[src/rtl/ft64_btb_update_ctrl.sv]
`default_nettype none
// ============================================================================
// ft64_btb_update_ctrl
// Serialises commit-port branch updates and invalidate sweeps onto the BTB
// write port.
// Revision: 1.0
// ============================================================================
module ft64_btb_update_ctrl #(
  parameter int              AMSB    = 31,
  parameter logic [AMSB:0]   RSTPC   = 32'hFFFC0100,
  parameter int              QDEPTH  = 4,
  parameter int              ENTRIES = 1024
) (
  input  logic            clk,
  input  logic            rst,
  input  logic            upd_v0,
  input  logic [AMSB:0]   upd_pc0,
  input  logic [AMSB:0]   upd_tgt0,
  input  logic            upd_tkn0,
  input  logic            upd_v1,
  input  logic [AMSB:0]   upd_pc1,
  input  logic [AMSB:0]   upd_tgt1,
  input  logic            upd_tkn1,
  output logic            upd_rdy0,
  output logic            upd_rdy1,
  input  logic            flush_req,
  output logic            btb_wr,
  output logic [AMSB:0]   btb_wadr,
  output logic [AMSB:0]   btb_wdat,
  output logic            btb_valid,
  output logic            busy
);

  localparam int AW = AMSB + 1;
  localparam int PW = $clog2(QDEPTH);
  localparam int CW = PW + 1;
  localparam int IW = $clog2(ENTRIES);
  localparam int EW = 2 * AW + 1;

  typedef enum logic [0:0] {
    SWEEP = 1'b0,
    IDLE  = 1'b1
  } state_t;

  state_t          state, state_nx;
  logic [IW-1:0]   idx, idx_nx;
  logic [EW-1:0]   mem [QDEPTH];
  logic [PW-1:0]   rd_ptr, rd_ptr_nx;
  logic [PW-1:0]   wr_ptr, wr_ptr_nx;
  logic [CW-1:0]   count, count_nx;
  logic            wr_nx, valid_nx, busy_nx, rdy0_nx, rdy1_nx;
  logic [AW-1:0]   wadr_nx, wdat_nx;
  logic            push0, push1, pop;
  logic [EW-1:0]   head;
  logic [EW-1:0]   ent0, ent1;

  // Ready is low during a sweep, so accepted pushes only ever land in IDLE.
  assign push0 = upd_v0 && upd_rdy0 && !flush_req;
  assign push1 = upd_v1 && upd_rdy1 && !flush_req;
  assign pop   = (state == IDLE) && (count != '0) && !flush_req;
  assign head  = mem[rd_ptr];
  assign ent0  = {upd_pc0, upd_tgt0, upd_tkn0};
  assign ent1  = {upd_pc1, upd_tgt1, upd_tkn1};

  always_ff @(posedge clk or negedge rst) begin
    if (!rst) state <= SWEEP;
    else      state <= state_nx;
  end

  always_comb begin
    state_nx  = state;
    idx_nx    = idx;
    wr_nx     = 1'b0;
    wadr_nx   = btb_wadr;
    wdat_nx   = btb_wdat;
    valid_nx  = btb_valid;
    busy_nx   = busy;
    rd_ptr_nx = rd_ptr + PW'(pop);
    wr_ptr_nx = wr_ptr + PW'(push0) + PW'(push1);
    count_nx  = count + CW'(push0) + CW'(push1) - CW'(pop);

    if (flush_req) begin
      state_nx  = SWEEP;
      idx_nx    = '0;
      busy_nx   = 1'b1;
      rd_ptr_nx = '0;
      wr_ptr_nx = '0;
      count_nx  = '0;
    end else begin
      case (state)
        SWEEP: begin
          wr_nx    = 1'b1;
          wadr_nx  = AW'({idx, 2'b00});
          wdat_nx  = RSTPC;
          valid_nx = 1'b0;
          idx_nx   = idx + 1'b1;
          if (idx == IW'(ENTRIES - 1)) begin
            state_nx = IDLE;
            busy_nx  = 1'b0;
            idx_nx   = '0;
          end
        end
        IDLE: begin
          if (pop) begin
            wr_nx                        = 1'b1;
            {wadr_nx, wdat_nx, valid_nx} = head;
          end
        end
        default: state_nx = SWEEP;
      endcase
    end

    rdy0_nx = !busy_nx && (count_nx <= CW'(QDEPTH - 1));
    rdy1_nx = !busy_nx && (count_nx <= CW'(QDEPTH - 2));
  end

  always_ff @(posedge clk or negedge rst) begin
    if (!rst) begin
      idx       <= '0;
      rd_ptr    <= '0;
      wr_ptr    <= '0;
      count     <= '0;
      btb_wr    <= 1'b0;
      btb_wadr  <= '0;
      btb_wdat  <= '0;
      btb_valid <= 1'b0;
      busy      <= 1'b1;
      upd_rdy0  <= 1'b0;
      upd_rdy1  <= 1'b0;
    end else begin
      idx       <= idx_nx;
      rd_ptr    <= rd_ptr_nx;
      wr_ptr    <= wr_ptr_nx;
      count     <= count_nx;
      btb_wr    <= wr_nx;
      btb_wadr  <= wadr_nx;
      btb_wdat  <= wdat_nx;
      btb_valid <= valid_nx;
      busy      <= busy_nx;
      upd_rdy0  <= rdy0_nx;
      upd_rdy1  <= rdy1_nx;
    end
  end

  // Port 0 takes the first free slot so the younger port-1 update drains later.
  always_ff @(posedge clk) begin
    if (push0) mem[wr_ptr] <= ent0;
    if (push1) mem[push0 ? PW'(wr_ptr + 1'b1) : wr_ptr] <= ent1;
  end

endmodule
`default_nettype wire

[config.mk]
export PLATFORM = sky130hd
export DESIGN_NAME = ft64_btb_update_ctrl
export DESIGN_NICKNAME = d
export VERILOG_FILES = /design/src/rtl/ft64_btb_update_ctrl.sv
export SDC_FILE = /design/constraint.sdc
export NUM_CORES = 1
export LEC_CHECK = 0
export CAP_MARGIN = 15
export CORE_MARGIN = 2
export CORE_UTILIZATION = 46
export DETAILED_ROUTE_END_ITERATION = 10
export GPL_ROUTABILITY_DRIVEN = 0
export GPL_TIMING_DRIVEN = 0
export HOLD_SLACK_MARGIN = 0.15
export PLACE_DENSITY = 0.74
export SLEW_MARGIN = 25
export SYNTH_ARGS = -nofsm -noshare
export SYNTH_HDL_FRONTEND = slang
export SYNTH_SLANG_ARGS = --single-unit
export TNS_END_PERCENT = 30
[constraint.sdc]
create_clock -name clk -period 3.9 [get_ports clk]
set_clock_uncertainty 0.2 [all_clocks]
set_input_delay 0.585 -clock clk [delete_from_list [all_inputs] [get_ports clk]]
set_output_delay 0.585 -clock clk [all_outputs]
set_load 0.1 [all_outputs]
After elaboration in Yosys (flattened, before gate mapping)
Memories as Yosys holds them, arrays and structs flattened.
Index checks and enable logic that the tools add are counted.
- flip-flop bits (word level): 87
- bits in writable memories: 260
- memories kept: 1
- add/sub/neg operators: 8
- magnitude comparators: 2
- equal/unequal tests: 3
- mux-type cells: 26
- bitwise logic cells: 2
- reduce and logical (&&, ||, !) cells: 12
- memories (memory ; depth ; bits a word ; rd ports ; clocked after memory_dff ; write ports ; line ; RTL):
    mem ; 4 ; 65 ; 1 ; 0 ; 2 ; 47 ; logic [EW-1:0] mem [QDEPTH];
- operator list (cell ; count):
    case mux 32 bit (2 select lines) ; 2
    two-way mux 32 bit ; 2
    two-way mux 10 bit ; 3
    two-way mux 1 bit ; 13
    adder 10 x 1 -> 10 bit, second input constant ; 1
    == test 10 bit, second input constant ; 1
    logical AND 1 bit ; 8
    adder 2 x 1 -> 2 bit ; 3
    adder 3 x 1 -> 3 bit ; 2
    <= comparator 3 x 2 -> 1 bit, second input constant ; 2
    two-way mux 2 bit ; 3
    case mux 1 bit (2 select lines) ; 2
    two-way mux 3 bit ; 1
    nonzero test 3 bit ; 1
    subtractor 3 x 1 -> 3 bit ; 1
    adder 2 x 1 -> 2 bit, second input constant ; 1
    zero test 1 bit ; 2
    inequality test 2 x 1 -> 1 bit, second input constant ; 1
    inequality test 2 bit, second input constant ; 1
    inverter 1 bit ; 2
    AND reduction 2 bit ; 1

Depth between registers and ports, before layout
Gate-level depths: netlist of run 1.
- depth in word-level cells: 8
- gate-level depth with buffers: 12
- mapped depth without buffers: 9

Least setup slack after synthesis of run 1
OpenSTA, ideal clock, no wires.
- kind: register to register
- start: register upd_rdy0
- end: memory mem[0][0] in the netlist's numbering, enable pin
- setup time: 0.422 ns
- arrival time: 3.317 ns
- slack: -0.039 ns
- cell stages (with the launch flop): 7
- buffers on the path: 2
- clock period less this slack: 3.939 ns
- path through: dfrtp_1 > nand3b_4 > or3_4 > a21oi_4 > buf_6 > buf_12 > a21o_1
- RTL lines (item ; line ; RTL):
    start: declaration ; 24 ; output logic upd_rdy0,
    start signal: assignment ; 140 ; upd_rdy0 <= rdy0_nx;
    end: declaration ; 47 ;

Final worst setup path of run 1
- start: register state
- end: register upd_rdy1
- word-level cells in the longest chain between the ends: 6
- elaborated cells on any way between the ends: 9
- classes of those cells: 1 x add/sub; 1 x order compare; 3 x mux; 4 x reduce/logical
- ends and longest elaborated chain (item ; line ; RTL):
    start: declaration ; 45 ; state_t state, state_nx;
    start signal: assignment ; 67 ; else state <= state_nx;
    logical AND 1 bit (2 in series) ; 60 ; assign pop = (state == IDLE) && (count != '0) && !flush_req;
    subtractor 3 x 1 -> 3 bit ; 80 ; count_nx = count + CW'(push0) + CW'(push1) - CW'(pop);
    two-way mux 3 bit ; 82 ; if (flush_req) begin
    via count_nx[2] ; 50 ; logic [CW-1:0] count, count_nx;
    <= comparator 3 x 2 -> 1 bit ; 114 ; rdy1_nx = !busy_nx && (count_nx <= CW'(QDEPTH - 2));
    logical AND 1 bit ; 114 ;
    via rdy1_nx ; 51 ; logic wr_nx, valid_nx, busy_nx, rdy0_nx, rdy1_nx;
    end signal: assignment ; 141 ; upd_rdy1 <= rdy1_nx;
    end: declaration ; 25 ; output logic upd_rdy1,
The timed path passes the listed nets, and every way through them passes these cells.
A chain may end at the register's enable or synchronous reset.

==> run metrics, run 1 <==
Inst Count DP=1616; clock tree from TritonCTS=yes; Synth Area in Simple Gates=0.03031; Syn Nets=1097; Synth Register Bits=347; Remaining DRCs=0; Finished Layout Cells=1689; Initial Utilization=0.4685; maximum clock rate=271.0 MHz; kind of critical path=reg2reg; CTS Buf Count=39; critical path startpoint category=flop; CTS Buffer Depth=3; # IOs=204; Max-Cap Viols=0; mux contribution to synthesized area=0.2762; Final min period=3.690 ns; post-route ant nets=0; FF-to-FF Start=state; Hold Path Sink=btb_wadr[10]; synth-to-layout area growth=24.95%; leakage power=7.091 nW; critical path required time=4.07 ns; reg-to-reg critical path endpoint=upd_rdy1; adder-cell share of the synthesized area=0.009078; via count=9434; number of port buffers=203; FF-to-FF setup slack=0.21 ns; row count=68; H-tree Lvls=2; Reg clk slew, reported paths=0.06 ns; overall routing resource usage=0.2172; Worst-Margin Slew=1.054 ns; vias per cell=5.586; number of global-route vias before repair=10190; Fillers=2695; Die W=192.0 um; status=finished, final reports clean; Worst setup EP type=flop; worst setup path startpoint=state; initial DRC count=613; final hold viol count=0; Post-Synth XOR/XNOR Area=0.003231; global-route wire length before repair=59940 um; total area of multi-input combinational cells=0.005834 mm2; Root Driver=clkbuf_16; Post-Syn Instances=952; combinational family with the most area after synthesis=multiplexers; Final setup viols=0; Hold WC Path Type=reg2reg; share of layout cells above drive strength 1=0.2368; Slew headroom=0.2949; largest net degree at the start of global routing=56; synthesis warning total=0; Avg Inst Size Synth=17.08 um2; PwrDens=393.1 mW/mm2; total core area=0.03471 mm2; count of final max-slew check failures=0; Die ar.=0.03688 mm2; Skew-Pair Late Insertion Delay=0.51 ns; hold_sp=btb_wadr[10]; fin crit share=0.9463; Synth Flop Type=edfxtp_1; Synth cell types=46; peak supply drop=0.2622 mV; WHS Path Cells=2; Initial DRT Pass Iterations=5; critical path arrival=3.86 ns; HPWL after DPL=25460 um; initial antenna violation count=1; Post-synth EDFFs=260; Syn Std Cell Area=0.01626 mm2; Register Area=0.009986 mm2; GR Overflow Total=0; RSZ-0062 raised after global routing=no; DR WL/cell=23.23 um; final WL=39240 um; post-synthesis sequential area ratio=0.6140; Worst Reg2Reg Path Length in Cells=12; worst-path fanout max=11; Die H=192.0 um; Layout Nets=1348; Compound-Gate Fraction of Synth Area=0.03762; Synth async-reset ratio=0.2507; setup TNS=0 ns; clk sinks=347
[registers in the layout, summed over array words and instances (netlist names)]
signal,count
btb_valid,1
btb_wadr,32
btb_wdat,32
btb_wr,1
busy,1
count,3
idx,10
mem,260
rd_ptr,2
state,1
upd_rdy0,1
upd_rdy1,1
wr_ptr,2
[cell usage in the layout (no fill, tap or decap), types with 3 or more instances in the layout]
cell,netlist,final
edfxtp_1,260,260
clkdlybuf4s50_1,0,202
mux2_1,156,156
mux2_2,104,104
dfrtp_1,86,86
mux4_2,65,65
nor2_1,43,43
a22o_1,42,42
clkbuf_16,0,41
clkbuf_1,14,19
buf_2,20,19
nand2_1,20,18
a21oi_1,18,18
buf_6,15,16
o21ai_0,12,12
mux2i_1,10,10
clkinv_1,0,10
nand3_1,8,8
clkinv_2,0,8
nor3_1,7,7
ha_1,7,7
buf_4,5,6
buf_12,4,6
nor2b_1,5,4
inv_1,4,4
buf_1,4,4
buf_16,0,4
inv_2,3,3
xor2_1,3,3
and3_1,3,3
a21o_1,5,3
xnor2_1,3,3
nand4_1,3,3
fa_1,3,3
bufinv_16,0,3
[cells in the mapped netlist (all sizes together) (5+ instances only)]
library cell,instances,area share
a21oi,20,0.0071
ha,7,0.0054
a22o,42,0.023
o21ai,14,0.0043
clkbuf,14,0.0032
nor3,7,0.0022
a21o,5,0.0023
nand2,20,0.0046
nor2,43,0.0099
inv,7,0.0016
mux2,260,0.18
nand3,8,0.0025
dfrtp,86,0.13
buf,48,0.025
mux4,65,0.090
mux2i,10,0.0062
edfxtp,260,0.48
nor2b,5,0.0019
[worst max-delay path: stages (launching register included)]
cell,delay [ns]
dfrtp_1,0.32
clkbuf_1,0.25
nor2b_4,0.29
nor2b_1,0.17
clkbuf_2,0.22
buf_4,0.27
ha_1,0.28
fa_1,0.39
fa_1,0.42
xor2_1,0.18
and2_1,0.15
nor3_1,0.28
nor3_1,0.13
[layout make-up]
class	count	share of cell area
Sequential cell	347	0.4914
Multi-Input combinational cell	536	0.2871
Timing Repair Buffer	210	0.1079
Clock buffer	49	0.05295
Tap cell	455	0.02802
Buffer	62	0.02254
Clock inverter	22	0.008620
Inverter	7	0.001293
Antenna cell	1	0.0001231
[per-layer routing]
metal  up-vias  part of all wire  global-route usage
met5         -                 0                   0
met4         0             0.017             0.04815
met3        44             0.056             0.03928
met2       237              0.50              0.3761
met1      4871              0.43              0.2865
li1       4282                 -                   -
[power breakdown]
group	internal, mW	switching (mW)
Sequential	3.98	0.00772
Clock	2.15	1.45
Combinational	0.219	0.186
[cell families (layout without fill, tap and decap cells)]
kind of cell	Yosys count	in the layout
DFF	347	347
muxes	335	335
and+or+nand+nor	102	102
AOI/OAI and AO/OA	83	83
buffers and inverters	69	350
adders and majority gates	10	10
xor gates and xnor gates	6	6
other	0	1
[worst max path at each step]
stage,end,slack [ns],cells after the start
2_1_floorplan,mem[1][0],-0.03,6
3_3_place_gp,mem[2][36],-1.90,8
3_5_place_dp,upd_rdy1,-0.70,12
4_1_cts,upd_rdy1,0.13,12
5_1_grt,upd_rdy1,0.04,12
6_report,upd_rdy1,0.21,12
[through the flow]
step	instance area [um2]	total power [mW]	setup slack, ns	utilization	hold slack [ns]
finish	20320	7.988	0.2096	0.5854	0.2802
CTS	20310	8.046	0.1322	0.5852	0.2910
global route	20320	8.222	0.03903	0.5854	0.3148
global placement	18870	4.454	-1.901	0.5435	0.2656
floorplan	16260	4.220	-0.03361	-	0.08941
detailed placement	19050	4.467	-0.6981	0.5487	0.2780
[what timing repair did]
action	in CTS	in global routing
setup endpoints to repair	3	2
resized for setup	3	1
endpoints found under the hold margin	75	0
setup buffers	0	0
hold buffers	1	0
Note: power is estimated with default switching activity, not from simulation.
==> run 2, diff against run 1 <==
Settings changed: REMOVE_ABC_BUFFERS set to 1.
==> run 2 against run 1 <==
Combinational power is essentially flat. Critical path depth shrank 5. Die area is the same. Register-to-register slack gained 0.07 ns. Clock-buffer cell count grew 3. Critical endpoint is now mem[0][54].
==> run metrics, run 2 (same netlist as run 1, synthesis figures left out) <==
Root Driver=clkbuf_16 (unchanged); Layout Nets=1311 (was 1348); Worst Setup Slack, final=0.2779 ns (was 0.2096 ns); RSZ-0062 raised after global routing=no (unchanged); CTS Buf Count=39 (unchanged); Regs by FF count=mem x260, btb_wadr x32, btb_wdat x32 (unchanged); Sequential Power Share=0.494 (was 0.499); Skew-Pair Late Insertion Delay=0.51 ns (about the same); Worst-Margin Slew=1.071 ns (was 1.054 ns); total core area=0.03471 mm2 (unchanged); fin crit share=0.9287 (was 0.9463); Final setup viols=0 (unchanged); critical path arrival=3.62 ns (was 3.86 ns); peak supply drop=0.3550 mV (was 0.2622 mV); share of layout cells above drive strength 1=0.2341 (was 0.2368); row count=68 (unchanged); PwrDens=392.2 mW/mm2 (was 393.1 mW/mm2); Finished Layout Cells=1651 (was 1689); reg-to-reg critical path endpoint=mem[0][54] (was upd_rdy1); clock share of power=0.456 (was 0.450); Die ar.=0.03688 mm2 (unchanged); commonest cells after routing, fill and taps aside=260 x edfxtp_1, 201 x clkdlybuf4s50_1, 156 x mux2_1 (was 260 x edfxtp_1, 202 x clkdlybuf4s50_1, 156 x mux2_1); vias per cell=5.646 (was 5.586); critical path required time=3.89 ns (was 4.07 ns); Net Sw Frac=0.2039 (was 0.2052); count of final max-slew check failures=0 (unchanged); via count=9322 (was 9434); clk sinks=347 (unchanged); worst-path fanout max=35 (was 11); Remaining DRCs=0 (unchanged); Slew headroom=0.2836 (was 0.2949); Hold WC Path Type=reg2reg (unchanged); # diodes=0 (was 1); kind of critical path=reg2reg (unchanged); Worst setup EP type=flop (unchanged); number of global-route vias before repair=10060 (was 10190); FF-to-FF setup slack=0.28 ns (was 0.21 ns); Final Hold Slack=0.2774 ns (was 0.2802 ns); Worst setup endpoint=mem[0][54] (was upd_rdy1); Psw=1.646 mW (was 1.639 mW); Int Power=6.426 mW (was 6.349 mW); FF-to-FF Start=wr_ptr[0] (was state); # IOs=204 (unchanged); most common cell after layout, fill and taps aside=edfxtp_1 (unchanged); Final min period=3.622 ns (was 3.690 ns); Die H=192.0 um (unchanged); leakage power=7.105 nW (was 7.091 nW); H-tree Lvls=2 (unchanged); number of port buffers=203 (unchanged); Reg clk slew, reported paths=0.06 ns (about the same); worst setup path startpoint=wr_ptr[0] (was state); clock tree from TritonCTS=yes (unchanged); critical path startpoint category=flop (unchanged); initial antenna violation count=1 (unchanged); maximum clock rate=276.1 MHz (was 271.0 MHz); status=finished, final reports clean (unchanged); Initial Utilization=0.4685 (unchanged); Most flops, register=mem (unchanged); Fillers=2629 (was 2695); DR WL/cell=23.17 um (was 23.23 um); Worst Reg2Reg Path Length in Cells=7 (was 12); synth-to-layout area growth=26.54% (was 24.95%); fin util=0.5928 (was 0.5854); post-route ant nets=0 (unchanged); global-route wire length before repair=59090 um (was 59940 um); Largest register FFs=260 (unchanged); pre-CTS WS=-0.7641 ns (was -0.6981 ns); Die W=192.0 um (unchanged); CTS Buffer Depth=3 (unchanged); Initial DRT Pass Iterations=4 (was 5); Gate power share=0.050 (was 0.051); GR Overflow Total=0 (unchanged); final hold viol count=0 (unchanged); overall routing resource usage=0.2122 (was 0.2172); largest net degree at the start of global routing=53 (was 56); initial DRC count=507 (was 613); final WL=38250 um (was 39240 um); HPWL after DPL=23920 um (was 25460 um); Max-Cap Viols=0 (unchanged); Inst Count DP=1577 (was 1616)
==> run 2: cell count changes in the layout (fill, tap and decap cells not counted), sizes merged, moves of 4 or more <==
cell / change
clkbuf: -11
clkinvlp: +4
buf: -23
clkinv: -8
==> run 2: final cells by class <==
cell class | instances | area (um2) | area share
sequential | 347 | 9995 | 0.4857
timing repair buffer | 235 | 2828 | 0.1374
multi-input combinational | 536 | 5874 | 0.2854
inverter | 7 | 26.28 | 0.001277
clock buffer | 52 | 1087 | 0.05283
clock inverter | 19 | 200.2 | 0.009728
tap | 455 | 569.3 | 0.02766
==> run 2: timing repair <==
action / CTS / global route
buffers inserted: 0 / 2
setup endpoints to repair: 3 / 2
pin swaps: 0 / 0
hold buffers: 1 / 0
gates resized for setup: 2 / 0
hold endpoints to repair: 35 / 0
==> run 2: through the flow <==
step           cell area, um2  setup TNS [ns]  power (mW)
2_1_floorplan           15810         -847.00       4.215
3_3_place_gp            18410        -3393.37       4.450
3_5_place_dp            19270          -90.28       4.465
4_1_cts                 20560               0       8.125
5_1_grt                 20580               0       8.303
6_report                20580               0       8.072
==> run 2: power by group through the flow <==
stage          Clock [mW]  Combinational (mW)  Sequential (mW)
3_5_place_dp            0               0.401             4.06
5_1_grt              3.88               0.438             3.99
6_report             3.68               0.403             3.99
3_3_place_gp            0               0.386             4.06
4_1_cts              3.73               0.406             3.99
2_1_floorplan           0               0.124             4.09
==> run 2: worst min path at each step <==
stage | from | end | depth (start not counted) | slack (ns)
floorplan | rst | btb_valid | 0 | 0.09
global placement | btb_wadr[8] | btb_wadr[8] | 2 | 0.27
detailed placement | btb_wadr[8] | btb_wadr[8] | 2 | 0.27
CTS | btb_wadr[8] | btb_wadr[8] | 2 | 0.28
global route | btb_wadr[8] | btb_wadr[8] | 2 | 0.31
finish | btb_wadr[8] | btb_wadr[8] | 2 | 0.28
==> run 2: worst max-delay path: stages, from the launching register on <==
cell and delay, ns:
dfrtp_1 0.54, inv_2 0.13, ha_1 0.36, or3_4 0.41, a21oi_4 0.60, buf_16 0.24, a21o_4 0.45, buf_16 0.31
==> run 2: per-layer routing <==
layer	global-route usage	share of wire
met1	0.2760	0.43
met2	0.3657	0.49
met3	0.04148	0.062
met4	0.05520	0.019
met5	0	0
==> run 3, diff against run 2 <==
Settings changed: CORE_ASPECT_RATIO set to 0.8, CTS_BUF_LIST set to sky130_fd_sc_hd__clkbuf_16.
==> run 3 against run 2 <==
Register-to-register slack got worse by 0.07 ns. Global-route usage rose by 0.16 points. Critical path depth rose by 4. Non-clock buffer count fell by 1. Sequential share of layout area rose by 0.30 points. Flip-flop and latch count did not move. Sequential power barely moved. Wire length rose by 1.6%. Maximum frequency fell by 1.8%. Critical endpoint is now upd_rdy1.
==> run metrics, run 3 (same netlist as run 1, synthesis figures left out) <==
clock tree from TritonCTS=yes (unchanged); GR Overflow Total=0 (unchanged); critical path arrival=3.88 ns (was 3.62 ns); # IOs=204 (unchanged); Register Area=0.009997 mm2 (was 0.009995 mm2); count of final max-slew check failures=0 (unchanged); Worst path max stage delay=0.59 ns (was 0.60 ns); global-route wire length before repair=59540 um (was 59090 um); vias per cell=5.643 (was 5.646); initial antenna violation count=5 (was 1); Layout Nets=1307 (was 1311); largest net degree at the start of global routing=61 (was 53); Worst setup EP type=flop (unchanged); Final min period=3.689 ns (was 3.622 ns); most common cell after layout, fill and taps aside=edfxtp_1 (unchanged); via count=9396 (was 9322); met1 Use GR=0.2778 (was 0.2760); total area of multi-input combinational cells=0.005874 mm2 (unchanged); maximum clock rate=271.1 MHz (was 276.1 MHz); number of port buffers=203 (unchanged); crit path max-delay cell type=dfrtp_4 (was a21oi_4); Root Driver=clkbuf_16 (unchanged); final WL=38850 um (was 38250 um); fin util=0.5879 (was 0.5928); kind of critical path=reg2reg (unchanged); final hold viol count=0 (unchanged); Initial Utilization=0.4673 (was 0.4685); post-route ant nets=0 (unchanged); number of global-route vias before repair=9847 (was 10060); met2 usage=0.3605 (was 0.3657); total core area=0.03480 mm2 (was 0.03471 mm2); Regs by FF count=mem x260, btb_wadr x32, btb_wdat x32 (unchanged); row count=61 (was 68); CP Buf/Inv Count=2 (was 3); Slew headroom=0.2940 (was 0.2836); Worst Setup Slack, final=0.2106 ns (was 0.2779 ns); CTS Buffer Depth=3 (unchanged); Final Hold Slack=0.2803 ns (was 0.2774 ns); layer with the highest usage=met2 (unchanged); commonest cells after routing, fill and taps aside=260 x edfxtp_1, 201 x clkdlybuf4s50_1, 156 x mux2_1 (unchanged); share of layout cells above drive strength 1=0.2271 (was 0.2341); PwrDens=379.8 mW/mm2 (was 392.2 mW/mm2); Max-Cap Viols=0 (unchanged); Initial DRT Pass Iterations=4 (unchanged); CTS Buf Count=36 (was 39); Die H=172.2 um (was 192.0 um); Remaining DRCs=0 (unchanged); Crit path max-delay family=adder cells (was compound AO/OA/AOI/OAI gates); overall routing resource usage=0.2138 (was 0.2122); Most flops, register=mem (unchanged); Fillers=2672 (was 2629); Reg clk slew, reported paths=0.06 ns (about the same); pre-CTS WS=-0.9522 ns (was -0.7641 ns); RSZ-0062 raised after global routing=no (unchanged); Worst-Margin Slew=1.056 ns (was 1.071 ns); peak supply drop=0.3031 mV (was 0.3550 mV); clk sinks=347 (unchanged); status=finished, final reports clean (unchanged); leakage power=7.076 nW (was 7.105 nW); Hold WC Path Type=reg2reg (unchanged); critical path required time=4.09 ns (was 3.89 ns); setup TNS=0 ns (unchanged); Final setup viols=0 (unchanged); fin crit share=0.9460 (was 0.9287); H-tree Lvls=2 (unchanged); Die W=214.2 um (was 192.0 um); initial DRC count=653 (was 507); critical path startpoint category=flop (unchanged); HPWL after DPL=24800 um (was 23920 um); CP cell instances=buf_16 > nor2b_2 > nor2b_4 > buf_16 > ha_1 > fa_1 > fa_1 > xor2_1 > and2_1 > nor3_1 > nor3_1 (was inv_2 > ha_1 > or3_4 > a21oi_4 > buf_16 > a21o_4 > buf_16); met3 Track Usage GR=0.05752 (was 0.04148); Die ar.=0.03688 mm2 (about the same); worst-path fanout max=21 (was 35); Skew-Pair Late Insertion Delay=0.53 ns (was 0.51 ns); Largest register FFs=260 (unchanged); synth-to-layout area growth=25.80% (was 26.54%); DR WL/cell=23.33 um (was 23.17 um)
## run 3: metrics by stage
step | instances | power [mW] | area, um2
floorplan | 890 | 4.215 | 15810
global placement | 1565 | 4.452 | 18430
detailed placement | 1594 | 4.470 | 19280
CTS | 1661 | 7.838 | 20450
global route | 1661 | 8.014 | 20450
finish | 1665 | 7.771 | 20460
## run 3: timing repair
action | CTS | global route
pin swaps | 0 | 0
endpoints found under the setup margin | 3 | 2
setup buffers | 1 | 0
resized for setup | 2 | 1
hold buffers | 1 | 0
endpoints found under the hold margin | 29 | 0
## run 3: path summary, 6_finish.rpt
| check | startpoint | end | slack [ns] | cells past startpoint |
|---|---|---|---|---|
| max | state | upd_rdy1 | 0.21 | 11 |
| min | btb_wadr[3] | btb_wadr[3] | 0.28 | 2 |
| max reg2reg | state | upd_rdy1 | 0.21 | 11 |
| min reg2reg | btb_wadr[3] | btb_wadr[3] | 0.28 | 2 |
| max in group asynchronous | rst | state | 2.45 | 3 |
| min in group asynchronous | rst | btb_wdat[24] | 0.33 | 2 |
## run 3: area by class of cell
type,instances,area share
Tap cell,472,0.02886
Timing Repair Buffer,234,0.1376
Multi-Input combinational cell,536,0.2871
Inverter,7,0.001284
Sequential cell,347,0.4886
Clock inverter,27,0.009540
Antenna cell,4,0.0004892
Clock buffer,38,0.04648
## run 3: layer usage
metal | vias up | wire length [um]
li1 | 4203 | -
met1 | 4857 | 16490
met2 | 273 | 18900
met3 | 61 | 2758
met4 | 2 | 685
met5 | - | 16
## run 3: tightest hold or removal path, cell delays in order (launching register included)
cell     delay, ns
dfrtp_1       0.34
nand2_1       0.05
o21ai_0       0.06
## run 3: report_power, final
part	internal [mW]	switching [mW]	leakage (nW)	total (mW)
clock network	1.96	1.42	0.590	3.38
logic	0.220	0.188	3.03	0.407
registers	3.98	0.00762	3.46	3.99
total	6.16	1.61	7.08	7.77
